[src/rtl/rggen_rtl_pkg.sv]
// Access-type and status encodings of the rggen CSR bus, shared by every
// block that speaks to the register file.
package rggen_rtl_pkg;

  typedef enum logic [1:0] {
    RGGEN_POSTED_WRITE = 2'b01,
    RGGEN_READ         = 2'b10,
    RGGEN_WRITE        = 2'b11
  } rggen_access;

  typedef enum logic [1:0] {
    RGGEN_OKAY         = 2'b00,
    RGGEN_EXOKAY       = 2'b01,
    RGGEN_SLAVE_ERROR  = 2'b10,
    RGGEN_DECODE_ERROR = 2'b11
  } rggen_status;

endpackage

[src/rtl/rice_csr_arb_pkg.sv]
// Shared types for the CSR access arbiter: FSM states, requester indices and
// access-direction helpers.
package rice_csr_arb_pkg;
  import rggen_rtl_pkg::*;

  typedef enum logic [1:0] {
    IDLE = 2'd0,
    BUS  = 2'd1,
    RESP = 2'd2
  } arb_state_e;

  localparam int CORE  = 0;
  localparam int DEBUG = 1;

  function automatic logic is_write(input rggen_access access);
    return (access == RGGEN_WRITE) || (access == RGGEN_POSTED_WRITE);
  endfunction

  function automatic logic is_read(input rggen_access access);
    return access == RGGEN_READ;
  endfunction

endpackage

[src/rtl/rice_csr_arb_if.sv]
// The rggen CSR bus as seen by the arbiter (master) and the register file
// (slave).
interface rice_csr_arb_if #(
  parameter int ADDRESS_WIDTH = 8,
  parameter int BUS_WIDTH     = 32
);
  logic                   valid;
  logic [1:0]             access;
  logic [ADDRESS_WIDTH-1:0] address;
  logic [BUS_WIDTH-1:0]   write_data;
  logic [BUS_WIDTH/8-1:0] strobe;
  logic                   ready;
  logic [1:0]             status;
  logic [BUS_WIDTH-1:0]   read_data;

  modport master (
    output valid, access, address, write_data, strobe,
    input  ready, status, read_data
  );

  modport slave (
    input  valid, access, address, write_data, strobe,
    output ready, status, read_data
  );
endinterface

[src/rtl/rice_csr_arb_timer.sv]
// Bus-wait watchdog: counts cycles while enabled and flags expiry on the
// TIMEOUT_CYCLES-th enabled cycle.
module rice_csr_arb_timer #(
  parameter int TIMEOUT_CYCLES = 64
) (
  input  logic i_clk,
  input  logic i_rst,
  input  logic i_clear,
  input  logic i_enable,
  output logic o_expired
);
  localparam int CNT_W = (TIMEOUT_CYCLES > 2) ? $clog2(TIMEOUT_CYCLES) : 1;

  logic [CNT_W-1:0] r_count;

  assign o_expired = i_enable && (r_count == CNT_W'(TIMEOUT_CYCLES - 1));

  always_ff @(posedge i_clk) begin
    if (i_rst) begin
      r_count <= '0;
    end else if (i_clear) begin
      r_count <= '0;
    end else if (i_enable && !o_expired) begin
      r_count <= r_count + 1'b1;
    end
  end

endmodule

[src/rtl/rice_csr_access_arbiter.sv]
// Two-requester arbiter (core / debug) for the single rggen CSR bus.
// Optional bus-wait timeout is built when RICE_CSR_ARB_TIMEOUT_EN is defined.
module rice_csr_access_arbiter
  import rggen_rtl_pkg::*;
  import rice_csr_arb_pkg::*;
#(
  parameter int ADDRESS_WIDTH   = 8,
  parameter int BUS_WIDTH       = 32,
  parameter int MAX_DEBUG_BURST = 4,
  parameter int TIMEOUT_CYCLES  = 64
) (
  input  logic                              i_clk,
  input  logic                              i_rst,
  input  logic [1:0]                        i_req_valid,
  output logic [1:0]                        o_req_ready,
  input  logic [1:0][1:0]                   i_req_access,
  input  logic [1:0][ADDRESS_WIDTH-1:0]     i_req_address,
  input  logic [1:0][BUS_WIDTH-1:0]         i_req_write_data,
  input  logic [1:0][BUS_WIDTH/8-1:0]       i_req_strobe,
  output logic [1:0]                        o_resp_valid,
  output logic [BUS_WIDTH-1:0]              o_resp_read_data,
  output logic [1:0]                        o_resp_status,
  rice_csr_arb_if.master                    csr_if,
  output logic                              o_write_enable,
  output logic                              o_read_enable
);
  localparam int BURST_W = $clog2(MAX_DEBUG_BURST + 1);

  if (MAX_DEBUG_BURST < 1 || TIMEOUT_CYCLES < 2) begin : g_param_check
    $error("rice_csr_access_arbiter: MAX_DEBUG_BURST must be >=1 and TIMEOUT_CYCLES >=2");
  end

  arb_state_e               r_state;
  arb_state_e               w_state_next;
  logic                     r_owner;
  rggen_access              r_access;
  logic [ADDRESS_WIDTH-1:0] r_address;
  logic [BUS_WIDTH-1:0]     r_write_data;
  logic [BUS_WIDTH/8-1:0]   r_strobe;
  logic [BUS_WIDTH-1:0]     r_read_data;
  rggen_status              r_status;
  logic [BURST_W-1:0]       r_burst_cnt;

  logic w_idle;
  logic w_bus;
  logic w_resp;
  logic w_burst_full;
  logic w_debug_wins;
  logic w_grant;
  logic w_grant_idx;
  logic w_bus_done;
  logic w_bus_abort;
  logic w_timeout;

  assign w_idle = (r_state == IDLE);
  assign w_bus  = (r_state == BUS);
  assign w_resp = (r_state == RESP);

  // Debug has priority unless it has already starved a waiting core for a full burst.
  assign w_burst_full = (r_burst_cnt == BURST_W'(MAX_DEBUG_BURST));
  assign w_debug_wins = i_req_valid[DEBUG] && !(i_req_valid[CORE] && w_burst_full);
  assign w_grant      = w_idle && (|i_req_valid);
  assign w_grant_idx  = w_debug_wins;

  assign w_bus_done  = w_bus && csr_if.ready;
  assign w_bus_abort = w_bus && w_timeout && !csr_if.ready;

`ifdef RICE_CSR_ARB_TIMEOUT_EN
  rice_csr_arb_timer #(
    .TIMEOUT_CYCLES (TIMEOUT_CYCLES)
  ) u_timer (
    .i_clk     (i_clk),
    .i_rst     (i_rst),
    .i_clear   (w_grant),
    .i_enable  (w_bus),
    .o_expired (w_timeout)
  );
`else
  assign w_timeout = 1'b0;
`endif

  // NOTE: every signal written here gets a default first, so no path leaves one unassigned and no latch is inferred.
  always_comb begin
    w_state_next   = r_state;
    o_req_ready    = 2'b00;
    o_write_enable = 1'b0;
    o_read_enable  = 1'b0;
    case (r_state)
      IDLE: begin
        if (w_grant) begin
          o_req_ready  = w_grant_idx ? 2'b10 : 2'b01;
          w_state_next = BUS;
        end
      end
      BUS: begin
        if (r_owner) begin
          o_write_enable = 1'b1;
          o_read_enable  = 1'b1;
        end else begin
          o_write_enable = is_write(r_access);
          o_read_enable  = is_read(r_access);
        end
        if (w_bus_done || w_bus_abort) begin
          w_state_next = RESP;
        end
      end
      RESP:    w_state_next = IDLE;
      default: w_state_next = IDLE;
    endcase
  end

  // NOTE: sequential state uses non-blocking assignments so every register samples pre-edge values.
  always_ff @(posedge i_clk) begin
    if (i_rst) begin
      r_state <= IDLE;
    end else begin
      r_state <= w_state_next;
    end
  end

  // NOTE: the small request/response holding registers are reset too, so no stale field ever reaches the bus.
  always_ff @(posedge i_clk) begin
    if (i_rst) begin
      r_owner      <= 1'b0;
      r_access     <= RGGEN_READ;
      r_address    <= '0;
      r_write_data <= '0;
      r_strobe     <= '0;
      r_read_data  <= '0;
      r_status     <= RGGEN_OKAY;
    end else if (w_grant) begin
      r_owner      <= w_grant_idx;
      r_access     <= rggen_access'(i_req_access[w_grant_idx]);
      r_address    <= i_req_address[w_grant_idx];
      r_write_data <= i_req_write_data[w_grant_idx];
      r_strobe     <= i_req_strobe[w_grant_idx];
    end else if (w_bus_done) begin
      r_status    <= rggen_status'(csr_if.status);
      r_read_data <= is_read(r_access) ? csr_if.read_data : '0;
    end else if (w_bus_abort) begin
      r_status    <= RGGEN_SLAVE_ERROR;
      r_read_data <= '0;
    end
  end

  // Burst count only matters while the core is actually waiting.
  always_ff @(posedge i_clk) begin
    if (i_rst) begin
      r_burst_cnt <= '0;
    end else if (!i_req_valid[CORE]) begin
      r_burst_cnt <= '0;
    end else if (w_grant && !w_grant_idx) begin
      r_burst_cnt <= '0;
    end else if (w_grant && w_grant_idx && !w_burst_full) begin
      r_burst_cnt <= r_burst_cnt + 1'b1;
    end
  end

  assign csr_if.valid      = w_bus;
  assign csr_if.access     = w_bus ? r_access     : 2'b00;
  assign csr_if.address    = w_bus ? r_address    : '0;
  assign csr_if.write_data = w_bus ? r_write_data : '0;
  assign csr_if.strobe     = w_bus ? r_strobe     : '0;

  assign o_resp_valid     = w_resp ? (r_owner ? 2'b10 : 2'b01) : 2'b00;
  assign o_resp_read_data = w_resp ? r_read_data : '0;
  assign o_resp_status    = w_resp ? r_status    : RGGEN_OKAY;

endmodule

[src/flat_wrapper.sv]
// flat-port wrapper written by rule: the top's interface ports become plain ports
module rice_csr_access_arbiter_flat import rggen_rtl_pkg::*; import rice_csr_arb_pkg::*;
#(
  parameter int ADDRESS_WIDTH   = 8,
  parameter int BUS_WIDTH       = 32,
  parameter int MAX_DEBUG_BURST = 4,
  parameter int TIMEOUT_CYCLES  = 64
)
  (i_clk, i_rst, i_req_valid, o_req_ready, i_req_access, i_req_address, i_req_write_data, i_req_strobe, o_resp_valid, o_resp_read_data, o_resp_status, o_write_enable, o_read_enable, csr_if_valid, csr_if_access, csr_if_address, csr_if_write_data, csr_if_strobe, csr_if_ready, csr_if_status, csr_if_read_data);
  rice_csr_arb_if #(.ADDRESS_WIDTH(ADDRESS_WIDTH), .BUS_WIDTH(BUS_WIDTH)) csr_if_i ();
  input  logic i_clk;
  input  logic i_rst;
  input  logic [1:0] i_req_valid;
  output logic [1:0] o_req_ready;
  input  logic [1:0][1:0] i_req_access;
  input  logic [1:0][ADDRESS_WIDTH-1:0] i_req_address;
  input  logic [1:0][BUS_WIDTH-1:0] i_req_write_data;
  input  logic [1:0][BUS_WIDTH/8-1:0] i_req_strobe;
  output logic [1:0] o_resp_valid;
  output logic [BUS_WIDTH-1:0] o_resp_read_data;
  output logic [1:0] o_resp_status;
  output logic o_write_enable;
  output logic o_read_enable;
  output wire logic [$bits(csr_if_i.valid)-1:0] csr_if_valid;
  output wire logic [$bits(csr_if_i.access)-1:0] csr_if_access;
  output wire logic [$bits(csr_if_i.address)-1:0] csr_if_address;
  output wire logic [$bits(csr_if_i.write_data)-1:0] csr_if_write_data;
  output wire logic [$bits(csr_if_i.strobe)-1:0] csr_if_strobe;
  input wire logic [$bits(csr_if_i.ready)-1:0] csr_if_ready;
  input wire logic [$bits(csr_if_i.status)-1:0] csr_if_status;
  input wire logic [$bits(csr_if_i.read_data)-1:0] csr_if_read_data;
  assign csr_if_valid = csr_if_i.valid;
  assign csr_if_access = csr_if_i.access;
  assign csr_if_address = csr_if_i.address;
  assign csr_if_write_data = csr_if_i.write_data;
  assign csr_if_strobe = csr_if_i.strobe;
  assign csr_if_i.ready = csr_if_ready;
  assign csr_if_i.status = csr_if_status;
  assign csr_if_i.read_data = csr_if_read_data;
  rice_csr_access_arbiter #(.ADDRESS_WIDTH(ADDRESS_WIDTH), .BUS_WIDTH(BUS_WIDTH), .MAX_DEBUG_BURST(MAX_DEBUG_BURST), .TIMEOUT_CYCLES(TIMEOUT_CYCLES)) u_core (.i_clk(i_clk), .i_rst(i_rst), .i_req_valid(i_req_valid), .o_req_ready(o_req_ready), .i_req_access(i_req_access), .i_req_address(i_req_address), .i_req_write_data(i_req_write_data), .i_req_strobe(i_req_strobe), .o_resp_valid(o_resp_valid), .o_resp_read_data(o_resp_read_data), .o_resp_status(o_resp_status), .csr_if(csr_if_i), .o_write_enable(o_write_enable), .o_read_enable(o_read_enable));
endmodule
[config.mk]
export PLATFORM = sky130hd
export DESIGN_NAME = rice_csr_access_arbiter_flat
export DESIGN_NICKNAME = d
export VERILOG_FILES = /design/src/rtl/rggen_rtl_pkg.sv /design/src/rtl/rice_csr_arb_pkg.sv /design/src/rtl/rice_csr_arb_if.sv /design/src/rtl/rice_csr_arb_timer.sv /design/src/rtl/rice_csr_access_arbiter.sv /design/src/flat_wrapper.sv
export SDC_FILE = /design/constraint.sdc
export NUM_CORES = 1
export LEC_CHECK = 0
export ABC_AREA = 1
export CAP_MARGIN = 30
export CORE_ASPECT_RATIO = 0.5
export CORE_MARGIN = 3
export CORE_UTILIZATION = 35
export CTS_BUF_LIST = sky130_fd_sc_hd__clkbuf_8
export CTS_CLUSTER_DIAMETER = 150
export DETAILED_ROUTE_END_ITERATION = 12
export PLACE_DENSITY_LB_ADDON = 0.1
export SLEW_MARGIN = 20
export SYNTH_ARGS = -nofsm -noshare
export SYNTH_HDL_FRONTEND = slang
export SYNTH_HIERARCHICAL = 1
export SYNTH_SLANG_ARGS = --single-unit
[constraint.sdc]
create_clock -name i_clk -period 3.4 [get_ports i_clk]
set_input_delay 0.51 -clock i_clk [delete_from_list [all_inputs] [get_ports i_clk]]
set_output_delay 0.51 -clock i_clk [all_outputs]
set_load 0.005 [all_outputs]
==> qor.txt <==
DRC: 0
Hold Buf Count CTS: 0
critical path's top delay family: buffers and inverters
CP Cell Sequence: inv_1 > ha_1 > nand3_2 > buf_4 > nand3_1 > inv_1 > clkdlybuf4s50_1
worst path arrival time: 2110 ps
leakage power: 3.01 nW
antenna viol nets, final: 0
GPL Wtd Cong: 0.828
hpwl dp: 9.75 mm
final WL: 14.7 mm
Post-Syn Nets: 898
register area: 1720 sq um
# port buffers: 217
area of the multi-input gates: 2120 sq um
slew margin rel.: 42.4%
area grow syn2layout: 53.2%
final net count: 1087
CTS Sinks: 86
number of inserted diodes: 0
critical path capture point type: output port
CTS buffer count: 9
Worst Skew: 12.5 ps
Overflow after GRT: 0
Cell Pwr Density: 357 nW/um^2
Syn Area/Cell: 5.98 sq um
first-pass GRT wire length: 23.6 mm
crit path buf inv count: 4
Vias: 5095
Max Clock Freq: 382 MHz
GRT Overall Usage: 19.7%
number of global-route vias before repair: 4820
Power, Total: 2.50 mW
post-synthesis sequential area ratio: 37.6%
vias per cell: 4.53
worst slew pin tran: 863 ps
Unique masters post-synth: 19
Final Core Density: 57.0%
Syn. warnings: 6
Final period util: 77.0%
Die Width: 168 um
slowest CP cell: clkdlybuf4s50_1
hold crit path type: flip-flop to flip-flop
Post-CTS Setup Inserts: 0
CTS root buf: clkbuf_8
Fillers: 1207
FP Rows: 28
RSZ-0062 raised after global routing: false
commonest non-fill, non-tap cell in the layout: nor2_1
cell count after synthesis: 765
Worst-Skew Late Latency: 350 ps
initial antenna violation count: 0
combinational power share: 24.0%
final setup TNS: 0 ps
post-synthesis register bit count: 86
Ports: 218
crit-path max FO: 24
Post-Syn Area: 4580 sq um
maxcap violations: 0
WS Path Type: flip-flop to output port
first drt pass iteration count: 4
layout cell share with drive strength beyond 1: 4.07%
Int Pwr: 1.78 mW
maximum VDD drop: 208 uV
most common cell type on the critical path: inv_1
CTS tree: done
sw power: 0.725 mW
post_cts resized: 0
min Tclk post-route: 2620 ps
post-DR wirelength/cell: 13.1 um
Slew Viols, Final: 0
largest net degree at the start of global routing: 64
post-placement setup slack: 795 ps
status: finished, final reports clean
final worst slack: 783 ps
initial core utilization: 37.2%
clk buf depth: 2
Die H: 86.9 um
Reg power frac: 44.5%
core area: 12300 sq um
Initial DRC Count: 306
type of origin of the critical path: flip-flop
htree depth: 3
Clock transition at path regs: 90 ps
most frequent cells in the layout: nor2_1, clkdlybuf4s50_1, inv_1
Hold Vio Cnt, Final: 0
setup violators final: 0
Die ar.: 14600 sq um
clock network power share: 31.5%
Switching Fraction: 28.9%
CP peak stage delay: 500 ps
CP required: 2890 ps
logic make-up after synthesis:
logic type                 synth area share, %
AOI/OAI and AO/OA                         4.76
and+or+nand+nor                           40.4
DFF                                       37.6
buffers and inverters                     16.5
adders and majority gates                0.547
xor gates and xnor gates                 0.191
registers in the layout, indices dropped and copies added (netlist names):
register	count
u_core/r_burst_cnt	3
u_core/r_strobe	4
u_core/r_state	2
u_core/r_address	8
u_core/r_status	2
u_core/r_access	2
u_core/r_write_data	32
u_core/r_owner	1
u_core/r_read_data	32
synthesized netlist by cell type:
library cell	number	share of area (%)
dfxtp_1	86	38
buf_6	4	0.98
nor2_1	225	18
inv_2	4	0.33
buf_1	4	0.33
nand2_2	2	0.27
nor2_4	1	0.25
clkbuf_1	22	1.8
inv_1	134	11
nand2_1	135	11
buf_2	19	2.1
ha_1	2	0.55
o21a_1	1	0.16
a21oi_1	24	2.6
nor2_2	1	0.14
o21ai_0	18	2.0
xor2_1	1	0.19
nand3_1	36	3.9
nand4_1	46	6.3
layout make-up:
cell class              instances  area share, %
clock inverters                 7           1.25
multi-input cells             492           30.2
repair buffers                227           31.9
inverters                     138           7.39
clock buffers                   9           1.77
well taps                     165           2.94
flip-flops and latches         86           24.5
tightest hold or removal path, delay by kind of cell (launching register included):
family                 cells  cell delay, ps
DFF                        1             310
buffers and inverters      1              60
AOI/OAI and AO/OA          1              60
layer usage:
layer | wire length (um) | track usage, % | up-vias
met5 | 0 | 0 | -
met4 | 127 | 3.93 | 0
met3 | 964 | 5.21 | 10
met2 | 6770 | 32.4 | 155
met1 | 6840 | 26.4 | 2260
li1 | - | - | 2670
worst paths after layout:
path	cells after the start	end	startpoint	slack [ps]
max	7	o_req_ready[1]	u_core/r_burst_cnt[0]	780
min	2	u_core/r_status[0]	u_core/r_status[0]	460
max reg2reg	8	u_core/r_burst_cnt[0]	u_core/r_burst_cnt[0]	1550
min reg2reg	2	u_core/r_status[0]	u_core/r_status[0]	460
power groups by stage:
stage	Combinational (mW)	Clock (mW)	Sequential, mW
finish	0.602	0.788	1.11
CTS	0.605	0.824	1.11
floorplan	0.327	0	1.13
global placement	0.597	0	1.14
global route	0.674	0.857	1.12
detailed placement	0.601	0	1.14
stage by stage:
| step | hold WS (ps) | cells | cell area [sq um] |
|---|---|---|---|
| final | 463 | 1124 | 7010 |
| after global routing | 490 | 1124 | 7010 |
| after CTS | 461 | 1124 | 7010 |
| after detailed placement | 447 | 1108 | 6800 |
| after global placement | 443 | 1108 | 6800 |
| after floorplan | 430 | 765 | 4580 |
Power figures use the tool's default switching activity.
